### src/rtl/branch_resolve_queue_pkg.sv
// -----------------------------------------------------------------------------
// branch_resolve_queue_pkg
// Shared definitions for the branch resolve queue:
//   - default geometry (queue depth, BTB tag/index widths, index LSB in the PC)
//   - branch-info field ranges of the packed {dir, type, target} bundle
//   - branch type and 2-bit direction counter encodings
//   - queue entry layout {pc, hit, dir, tar, type} (68 bits)
//   - pack_binfo helper building the branch-info bundle
// -----------------------------------------------------------------------------
package branch_resolve_queue_pkg;

    // Default geometry: tag = pc[31:10], index = pc[9:2]
    localparam int BRQ_DEPTH   = 8;
    localparam int BRQ_TAG_W   = 22;
    localparam int BRQ_IDX_W   = 8;
    localparam int BRQ_IDX_LSB = 2;

    // Branch-info bundle field ranges
    localparam int BI_TAR_LSB = 0;
    localparam int BI_TAR_MSB = 31;
    localparam int BI_TYP_LSB = 32;
    localparam int BI_TYP_MSB = 33;
    localparam int BI_DIR     = 34;
    localparam int BI_W       = 35;

    // Branch type encodings; BT_NONE is what a non-branch writes to the BTB
    typedef enum logic [1:0] {
        BT_NONE = 2'd0,
        BT_COND = 2'd1,
        BT_JUMP = 2'd2,
        BT_RET  = 2'd3
    } br_type_e;

    // 2-bit saturating direction counter states used by the BTB
    typedef enum logic [1:0] {
        CNT_SNT = 2'b00,
        CNT_WNT = 2'b01,
        CNT_WT  = 2'b10,
        CNT_ST  = 2'b11
    } ctr_state_e;

    // One tracked prediction
    typedef struct packed {
        logic [31:0] pc;
        logic        hit;
        logic        dir;
        logic [31:0] tar;
        logic [1:0]  typ;
    } brq_entry_t;

    localparam int BRQ_ENTRY_W = $bits(brq_entry_t);

    // Assemble the {dir, type, target} branch-info bundle
    function automatic logic [BI_W-1:0] pack_binfo(
        input logic [31:0] tar,
        input logic [1:0]  typ,
        input logic        dir
    );
        logic [BI_W-1:0] v;
        v = '0;
        v[BI_TAR_MSB:BI_TAR_LSB] = tar;
        v[BI_TYP_MSB:BI_TYP_LSB] = typ;
        v[BI_DIR]                = dir;
        return v;
    endfunction

endpackage

### src/rtl/branch_resolve_queue_fifo.sv
// -----------------------------------------------------------------------------
// brq_fifo
// Generic synchronous FIFO with push, pop and clear.
// Ports:
//   clk, resetn   clock, synchronous active-low reset
//   i_push        write i_din (ignored while full or while clearing)
//   i_pop         discard the head entry (ignored while empty)
//   i_clear       empty the queue; an accompanying pop still retires the head
//   i_din         entry to write
//   o_dout        head entry (combinational read of the head slot)
//   o_count       occupancy 0..DEPTH
//   o_full        count == DEPTH
//   o_empty       count == 0
// -----------------------------------------------------------------------------
module brq_fifo #(
    parameter int WIDTH = 68,
    parameter int DEPTH = 8
) (
    input  logic                       clk,
    input  logic                       resetn,
    input  logic                       i_push,
    input  logic                       i_pop,
    input  logic                       i_clear,
    input  logic [WIDTH-1:0]           i_din,
    output logic [WIDTH-1:0]           o_dout,
    output logic [$clog2(DEPTH):0]     o_count,
    output logic                       o_full,
    output logic                       o_empty
);
    localparam int AW = $clog2(DEPTH);
    localparam logic [AW:0] DEPTH_C = (AW + 1)'(DEPTH);
    localparam logic [AW-1:0] PTR_ONE = {{(AW - 1){1'b0}}, 1'b1};

    logic [WIDTH-1:0] r_mem [DEPTH];
    logic [AW-1:0]    r_wr_ptr;
    logic [AW-1:0]    r_rd_ptr;
    logic [AW:0]      r_count;
    logic             w_wr;
    logic             w_rd;
    logic [AW-1:0]    w_rd_next;

    assign o_full    = (r_count == DEPTH_C);
    assign o_empty   = (r_count == {(AW + 1){1'b0}});
    assign o_count   = r_count;
    assign o_dout    = r_mem[r_rd_ptr];

    // A push coinciding with a clear is dropped: the clear empties the queue
    assign w_wr      = i_push & ~o_full & ~i_clear;
    assign w_rd      = i_pop & ~o_empty;
    assign w_rd_next = w_rd ? (r_rd_ptr + PTR_ONE) : r_rd_ptr;

    // Storage write port
    always_ff @(posedge clk) begin
        if (w_wr) begin
            r_mem[r_wr_ptr] <= i_din;
        end
    end

    // Pointer and occupancy tracking
    always_ff @(posedge clk) begin
        if (!resetn) begin
            r_wr_ptr <= '0;
            r_rd_ptr <= '0;
            r_count  <= '0;
        end else if (i_clear) begin
            // Collapse the queue onto the slot after the retired head
            r_rd_ptr <= w_rd_next;
            r_wr_ptr <= w_rd_next;
            r_count  <= '0;
        end else begin
            if (w_wr) begin
                r_wr_ptr <= r_wr_ptr + PTR_ONE;
            end
            r_rd_ptr <= w_rd_next;
            case ({w_wr, w_rd})
                2'b10:   r_count <= r_count + {{AW{1'b0}}, 1'b1};
                2'b01:   r_count <= r_count - {{AW{1'b0}}, 1'b1};
                default: r_count <= r_count;
            endcase
        end
    end

endmodule

### src/rtl/branch_resolve_queue.sv
// -----------------------------------------------------------------------------
// branch_resolve_queue
// Holds every IF-stage BTB prediction in order until ID resolves it, compares
// prediction with outcome, and emits a registered BTB update bundle plus a
// one-cycle flush/redirect on a mispredict (which also drops all younger
// queued predictions).
// Ports:
//   clk, resetn                  clock, synchronous active-low reset
//   pred_valid/pred_ready        IF prediction handshake (ready = not full)
//   pred_pc/hit/dir/tar/type     prediction record
//   res_valid/res_ready          ID resolve handshake (ready = not empty)
//   res_pc/is_branch/dir/tar/type actual outcome of the oldest instruction
//   upd_*                        BTB update bundle, one cycle after the pop
//   flush/redirect_pc            mispredict pulse and refetch PC
//   err_order                    sticky: resolved PC did not match queue head
//   stat_resolved/stat_mispred   saturating event counters
// -----------------------------------------------------------------------------
module branch_resolve_queue
    import branch_resolve_queue_pkg::*;
#(
    parameter int DEPTH = BRQ_DEPTH,
    parameter int TAG_W = BRQ_TAG_W,
    parameter int IDX_W = BRQ_IDX_W
) (
    input  logic              clk,
    input  logic              resetn,
    input  logic              pred_valid,
    output logic              pred_ready,
    input  logic [31:0]       pred_pc,
    input  logic              pred_hit,
    input  logic              pred_dir,
    input  logic [31:0]       pred_tar,
    input  logic [1:0]        pred_type,
    input  logic              res_valid,
    output logic              res_ready,
    input  logic [31:0]       res_pc,
    input  logic              res_is_branch,
    input  logic              res_dir,
    input  logic [31:0]       res_tar,
    input  logic [1:0]        res_type,
    output logic              upd_valid,
    output logic              upd_pred_flag,
    output logic [TAG_W-1:0]  upd_tag,
    output logic [IDX_W-1:0]  upd_index,
    output logic [31:0]       upd_tar,
    output logic [1:0]        upd_type,
    output logic              upd_dir,
    output logic              flush,
    output logic [31:0]       redirect_pc,
    output logic              err_order,
    output logic [31:0]       stat_resolved,
    output logic [31:0]       stat_mispred
);
    localparam int CW = $clog2(DEPTH) + 1;
    localparam logic [31:0] SAT_MAX = 32'hFFFF_FFFF;

    brq_entry_t             w_din;
    brq_entry_t             w_head;
    logic [BRQ_ENTRY_W-1:0] w_head_raw;
    logic [CW-1:0]          w_count;
    logic                   w_full;
    logic                   w_empty;
    logic                   w_push;
    logic                   w_pop;
    logic                   w_clear;

    logic                   w_order_bad;
    logic                   w_hit;
    logic                   w_p_taken;
    logic                   w_a_taken;
    logic                   w_mis;
    logic                   w_upd_valid;
    logic                   w_need_write;
    logic [31:0]            w_upd_tar;
    logic [1:0]             w_upd_type;
    logic [BI_W-1:0]        w_binfo;
    logic [31:0]            w_redirect;

    logic                   r_upd_valid;
    logic                   r_upd_pred_flag;
    logic [TAG_W-1:0]       r_upd_tag;
    logic [IDX_W-1:0]       r_upd_index;
    logic [BI_W-1:0]        r_upd_binfo;
    logic                   r_flush;
    logic [31:0]            r_redirect_pc;
    logic                   r_err_order;
    logic [31:0]            r_stat_resolved;
    logic [31:0]            r_stat_mispred;

    // Handshakes: readiness depends only on registered occupancy
    assign pred_ready = ~w_full;
    assign res_ready  = (w_count != '0);
    assign w_push     = pred_valid & pred_ready;
    assign w_pop      = res_valid & ~w_empty;
    assign w_clear    = w_pop & w_mis;

    assign w_din.pc   = pred_pc;
    assign w_din.hit  = pred_hit;
    assign w_din.dir  = pred_dir;
    assign w_din.tar  = pred_tar;
    assign w_din.typ  = pred_type;
    assign w_head     = brq_entry_t'(w_head_raw);

    brq_fifo #(
        .WIDTH (BRQ_ENTRY_W),
        .DEPTH (DEPTH)
    ) u_fifo (
        .clk     (clk),
        .resetn  (resetn),
        .i_push  (w_push),
        .i_pop   (w_pop),
        .i_clear (w_clear),
        .i_din   (w_din),
        .o_dout  (w_head_raw),
        .o_count (w_count),
        .o_full  (w_full),
        .o_empty (w_empty)
    );

    // Prediction vs. outcome. An out-of-order resolve cannot trust the head's
    // BTB hit, so it is treated as a miss.
    assign w_order_bad  = (res_pc != w_head.pc);
    assign w_hit        = w_head.hit & ~w_order_bad;
    assign w_p_taken    = w_hit & w_head.dir;
    assign w_a_taken    = res_is_branch & res_dir;
    assign w_mis        = (w_p_taken != w_a_taken) |
                          (w_a_taken & (w_head.tar != res_tar));

    // BTB write needed when a branch's entry is missing/stale, or when a
    // non-branch falsely hit and its entry must be invalidated.
    assign w_upd_valid  = res_is_branch | w_hit;
    assign w_need_write = res_is_branch ?
                          (~w_hit | (w_head.tar != res_tar) | (w_head.typ != res_type)) :
                          w_hit;
    assign w_upd_tar    = res_is_branch ? res_tar : 32'd0;
    assign w_upd_type   = res_is_branch ? res_type : 2'(BT_NONE);
    assign w_binfo      = pack_binfo(w_upd_tar, w_upd_type, w_a_taken);
    // Not-taken refetch skips the delay slot
    assign w_redirect   = w_a_taken ? res_tar : (res_pc + 32'd8);

    // Update bundle and flush pulse, live only in the cycle after a pop
    always_ff @(posedge clk) begin
        if (!resetn) begin
            r_upd_valid     <= 1'b0;
            r_upd_pred_flag <= 1'b0;
            r_upd_tag       <= '0;
            r_upd_index     <= '0;
            r_upd_binfo     <= '0;
            r_flush         <= 1'b0;
            r_redirect_pc   <= 32'd0;
        end else if (w_pop) begin
            r_upd_valid     <= w_upd_valid;
            r_upd_pred_flag <= ~w_need_write;
            r_upd_tag       <= res_pc[31 -: TAG_W];
            r_upd_index     <= res_pc[BRQ_IDX_LSB +: IDX_W];
            r_upd_binfo     <= w_binfo;
            r_flush         <= w_mis;
            r_redirect_pc   <= w_mis ? w_redirect : 32'd0;
        end else begin
            r_upd_valid     <= 1'b0;
            r_upd_pred_flag <= 1'b0;
            r_upd_tag       <= '0;
            r_upd_index     <= '0;
            r_upd_binfo     <= '0;
            r_flush         <= 1'b0;
            r_redirect_pc   <= 32'd0;
        end
    end

    // Sticky order-error flag
    always_ff @(posedge clk) begin
        if (!resetn) begin
            r_err_order <= 1'b0;
        end else if (w_pop && w_order_bad) begin
            r_err_order <= 1'b1;
        end else begin
            r_err_order <= r_err_order;
        end
    end

    // Saturating resolve / mispredict counters
    always_ff @(posedge clk) begin
        if (!resetn) begin
            r_stat_resolved <= 32'd0;
            r_stat_mispred  <= 32'd0;
        end else begin
            if (w_pop && (r_stat_resolved != SAT_MAX)) begin
                r_stat_resolved <= r_stat_resolved + 32'd1;
            end
            if (w_pop && w_mis && (r_stat_mispred != SAT_MAX)) begin
                r_stat_mispred <= r_stat_mispred + 32'd1;
            end
        end
    end

    assign upd_valid     = r_upd_valid;
    assign upd_pred_flag = r_upd_pred_flag;
    assign upd_tag       = r_upd_tag;
    assign upd_index     = r_upd_index;
    assign upd_tar       = r_upd_binfo[BI_TAR_MSB:BI_TAR_LSB];
    assign upd_type      = r_upd_binfo[BI_TYP_MSB:BI_TYP_LSB];
    assign upd_dir       = r_upd_binfo[BI_DIR];
    assign flush         = r_flush;
    assign redirect_pc   = r_redirect_pc;
    assign err_order     = r_err_order;
    assign stat_resolved = r_stat_resolved;
    assign stat_mispred  = r_stat_mispred;

endmodule

### config.mk
export PLATFORM = sky130hd
export DESIGN_NAME = branch_resolve_queue
export DESIGN_NICKNAME = d
export VERILOG_FILES = /design/src/rtl/branch_resolve_queue_pkg.sv /design/src/rtl/branch_resolve_queue_fifo.sv /design/src/rtl/branch_resolve_queue.sv
export SDC_FILE = /design/constraint.sdc
export NUM_CORES = 1
export LEC_CHECK = 0
export ABC_AREA = 1
export ABC_CLOCK_PERIOD_IN_PS = 8600
export BUFFER_PORTS_ARGS = -buffer_cell sky130_fd_sc_hd__buf_2
export CORE_MARGIN = 2
export CORE_UTILIZATION = 50
export DETAILED_ROUTE_END_ITERATION = 10
export PLACE_DENSITY = 0.75
export SLEW_MARGIN = 10
export SYNTH_ARGS = -nofsm -noshare
export SYNTH_HDL_FRONTEND = slang
export SYNTH_SLANG_ARGS = --single-unit
### constraint.sdc
create_clock -name clk -period 8.6 [get_ports clk]
set_input_delay 0.43 -clock clk [delete_from_list [all_inputs] [get_ports clk]]
set_output_delay 0.43 -clock clk [all_outputs]
set_load 0.1 [all_outputs]
# Word level (Yosys, flattened, before mapping)
# Memory sizes are Yosys's and may differ from the RTL's. A register that Yosys moved wholly into a read port is not among the register bits.
# Cells that the tools add are included.
# classes
add_sub_neg	7
n_eq_ne	9
n_mux	9
bitwise_logic	21
reduce_logical	12
# op_table
operator	n
$add A32 B1 Y32 const B	2
$ne A32 B32 Y1	2
$ne A32 B32 Y1 const B	2
$add A32 B4 Y32 const B	1
$mux W32	1
$mux W3	4
$and A1 B1 Y1	10
$pmux W4 S2	1
$not A1 Y1	7
$add A3 B1 Y3 const B	2
$reduce_and A3 Y1	2
$add A4 B1 Y4 const B	1
$eq A4 B4 Y1 const B	1
$logic_and A1 B1 Y1	4
$logic_not A4 Y1	1
$or A1 B1 Y1	4
$reduce_bool A2 Y1	2
$reduce_bool A4 Y1	1
$sub A4 B1 Y4 const B	1
$mux W1	3
$eq A2 B1 Y1 const B	1
$eq A2 B2 Y1 const B	1
$ne A2 B2 Y1	1
$reduce_and A2 Y1	1
other kinds (2)	2
# totals
ff_bits	175
ramBits	544
word_cells	73
n_memories	1
# mem_list
memory	words	word_bits	read_ports	rd_clocked_by_memory_dff	wr	line	source
u_fifo.r_mem	8	68	1	1	1	branch_resolve_queue_fifo.sv:34	logic [WIDTH-1:0] r_mem [DEPTH];

# Depth between registers and ports, before layout
# depth
ltp_word	11
depth_mapped	30
mapped_depth_nobuf	28

# Cells and area by module
# Synthesis repeated with hierarchy kept, for this count alone.
# unflattened
cells_unflattened	2796
area_unflattened_um2	30037.6
# by_module_without_submodules
module	n_inst	cells_each	area_per_inst_um2	seq_area_each_um2
brq_fifo	1	1643	21713.3	16535.9
branch_resolve_queue	1	1153	8324.2	3303.2

# Worst setup path before layout
# No wires, ideal clock.
# synth_path
kind	register -> register
start	reg u_fifo.r_rd_ptr[0] (netlist name)
end	mem u_fifo.r_mem[0][0] (enable)
setup_time_ns	0.495
arrival_ns	4.931
setup_slack_ns	3.175
stages_incl_launch_ff	20
path_cell_list	dfxtp_1 -> inv_2 -> buf_4 -> buf_6 -> buf_2 -> o21ai_0 -> nand2_1 -> nand2_1 -> nand2_1 -> nand2_1 -> nand2_1 -> nor2_1 -> nand2_1 -> nor2_1 -> nand2_1 -> nor2_2 -> nand3_4 -> nand3_4 -> nand3_1 -> nor2_1
# synth_lines
item	line
to (decl)	branch_resolve_queue_fifo.sv:34

==> impl_metrics.csv <==
group,metric,value,unit
clock_network,cts_buffers,75,
floorplanning,coreArea,60360,um2
yosys,syn_inst,3152,
yosys,synthTopCellsByArea,"edfxtp_1 53%, dfxtp_1 11%, nand2_1 9.8%",
clock_network,cts_resized,0,
yosys,synth_edf_count,544,
drt,routed_wl,89510,um
clock_network,root_buffer,"clkbuf_16",
yosys,avgSynthCellArea,9.689,um2
drt,drc,0,
floorplanning,die_w,251.1,um
setup_path,endpoint_kind,"flip-flop",
setup_path,critical_path_arrival,6.70,ns
setup_path,critPathLaunchType,"flip-flop",
global_route,grt_max_degree,149,
drt,drtAntennaViolNets,0,
yosys,synth_flop_cell,"edfxtp_1",
clock_network,cts_setup_buffers,0,
drt,vias_per_cell,5.572,
yosys,yosys.area.top_type,"edfxtp_1",
yosys,syn-num-nets,3300,
layout,final_net_count,3576,
global_route,antenna_found_initial,17,
pwr,p_per_area,293.4,nW/um2
timing,worst_slew_pin_slew,1.197,ns
timing,tns,0,ns
placed_design,globalplace.congestion,0.9601,
floorplanning,dieArea,63070,um2
yosys,yosysWarnings,0,
timing,fin_crit,6.421,ns
timing,final.setup_skew,0.02685,ns
layout,fin_area,35420,um2
clock_network,insertion_delay,0.63,ns
yosys,async_reset_ff_frac,0,
timing,max_freq,0.1557,GHz
drt,drtIter0Drc,2948,
clock_network,clockBufferDepth,3,
yosys,ys_seq_area_frac,0.6496,
placed_design,dp_hpwl,57570,um
clock_network,cts_tree,"built",
timing,post-route-period-util,0.7466,
timing,setup_viol,0,
yosys,synthesis.area,30540,um2
setup_path,worstSetupPathType,"reg2reg",
global_route,grt_pass1_wl,133500,um
yosys,synth_top_area_share,0.5349,
clock_network,cts-hold-fix-buffers,0,
floorplanning,rows,90,
clock_network,cts.reportedPaths.clkPinSlew,0.06,ns
floorplanning,initial_core_util,0.5060,
pwr,ir_drop,0.2124,mV
placed_design,port_buffers,306,
floorplanning,ioPinCount,307,
global_route,grt_pass1_vias,22200,
clock_network,cts_num_sinks,719,
min_path,hold_path_class,"in2reg",
pwr,p_leak,14.57,nW
drt,num_vias,23870,
timing,relSlewSlack,0.2000,
yosys,ys_ff_latch,719,
layout,area_growth,15.99,%
clock_network,htreeDepth,3,
drt,first_pass_iters,7,
timing,hold_viol,0,
status,status,"finished clean",
yosys,synth_cell_types,41,
global_route,overflow,0,
timing,rsz0062_at_grt,"false",
layout,layout-drive-gt1-share,0.1386,
setup_path,cp.required,8.88,ns
setup_path,critical_path.max_fanout,67,
global_route,grtUsageTotal,0.2795,
yosys,synth_most_common_cell,"nand2_1",
layout,n_fill_cell,5011,
floorplanning,die_y,251.1,um
run,drv_cap,0,
placed_design,place_area,32650,um2
yosys,netlist_top_cells_count,"798 x nand2_1, 544 x edfxtp_1, 456 x nor2_1",
timing,maxSlewViolCount,0,
drt,post_drt_wl_per_cell,20.89,um
-- layout make-up --
class / instances / area, um2 / area share
Antenna cell: 11 / 27.53 / 0.0007771
Clock buffer: 105 / 2281 / 0.06439
Clock inverter: 35 / 440.4 / 0.01243
Inverter: 290 / 1099 / 0.03101
Multi-Input combinational cell: 2011 / 8989 / 0.2538
Sequential cell: 719 / 19850 / 0.5604
Tap cell: 782 / 978.4 / 0.02762
Timing Repair Buffer: 331 / 1757 / 0.04959
-- power breakdown --
group | internal (mW) | switching [mW] | total, mW
clock network | 2.14 | 1.38 | 3.52
logic | 0.686 | 2.04 | 2.73
registers | 3.99 | 0.153 | 4.14
-- sequential cells by signal, indices dropped and copies added, names as in the netlist --
register and cells:
u_fifo.r_mem 544, r_upd_binfo 35, redirect_pc 32, stat_mispred 32, stat_resolved 32, upd_tag 22, upd_index 8, u_fifo.o_count 4
u_fifo.r_rd_ptr 3, u_fifo.r_wr_ptr 3, err_order 1, flush 1, upd_pred_flag 1, upd_valid 1
-- path summary, 6_finish.rpt --
check                                                   start                            end  slack [ns]  cells past startpoint
worst max-delay path            u_fifo.r_rd_ptr[2]$_SDFF_PN0_  u_fifo.r_mem[0][34]$_DFFE_PP_        2.18                     16
worst max register to register  u_fifo.r_rd_ptr[2]$_SDFF_PN0_  u_fifo.r_mem[0][34]$_DFFE_PP_        2.18                     16
worst min register to register  stat_mispred[31]$_SDFFE_PN0P_  stat_mispred[31]$_SDFFE_PN0P_        0.49                      2
worst min-delay path                             pred_tar[24]  u_fifo.r_mem[5][26]$_DFFE_PP_        0.07                      1
-- logic make-up (layout without fill, tap and decap cells) --
family          after synthesis  count (layout)  share of synthesized area
fa+ha+maj                     8               8                   0.003278
mux                           1               1                  0.0003278
xor+xnor                     52              52                    0.01491
simple gates               1684            1684                     0.2283
buf+inv                     422             761                    0.05818
compound gates              266             266                    0.04535
flops                       719             719                     0.6496
other cells                   0              11                          0
-- through the flow --
| step | setup WS [ns] | cells | utilization | hold slack (ns) | power (mW) |
|---|---|---|---|---|---|
| 6_report | 2.179 | 4284 | 0.5869 | 0.06663 | 10.39 |
| 5_1_grt | 2.087 | 4280 | 0.5867 | 0.06327 | 10.83 |
| 4_1_cts | 2.275 | 4272 | 0.5861 | 0.04577 | 10.38 |
| 3_5_place_dp | 2.343 | 4132 | 0.5410 | 0.4744 | 6.880 |
| 3_3_place_gp | 2.520 | 4132 | 0.5410 | 0.4725 | 6.828 |
| 2_1_floorplan | 3.175 | 3152 | - | 0.4997 | 6.208 |
-- worst max-delay path: stages (launching register included) --
cell      delay (ns)
dfxtp_4         1.08
clkinv_2        0.73
buf_4           0.57
nand3_1         0.22
nand3_1         0.10
nand2_1         0.08
nand3_1         0.08
nor2_1          0.32
nand2_1         0.10
nor2_1          0.21
nand2_1         0.16
nor2_4          0.15
nand3_4         0.12
nand3_4         0.14
nand3_1         0.37
nor2_4          1.04
buf_4           0.50
-- layout by cell type (no fill, tap or decap), types with 3 or more instances in the layout --
cell / instances
nand4_1: 28
nor4_1: 6
nand3_1: 339
buf_12: 3
o21ai_0: 155
nor3b_1: 4
xor2_1: 46
xnor2_1: 6
clkinv_2: 13
o221ai_1: 3
clkinv_1: 7
nor2_4: 9
buf_2: 306
clkbuf_16: 84
inv_1: 282
diode_2: 11
ha_1: 8
inv_2: 3
o21a_1: 3
inv_6: 4
dfxtp_4: 3
bufinv_16: 9
nor2_1: 448
nand2_1: 796
clkbuf_1: 11
nand2_2: 4
dfxtp_1: 172
o21ai_1: 11
o211ai_1: 3
buf_4: 22
edfxtp_1: 544
a31oi_1: 4
a21oi_1: 79
clkbuf_8: 10
nor3_1: 41
-- layer usage --
metal  up-vias  global-route usage  part of all wire
li1      11040                   -                 -
met1     11170              0.3786              0.39
met2      1418              0.4278              0.45
met3       226             0.07217              0.12
met4        12              0.1214             0.039
met5         -                   0           0.00097
Power figures use the tool's default switching activity.
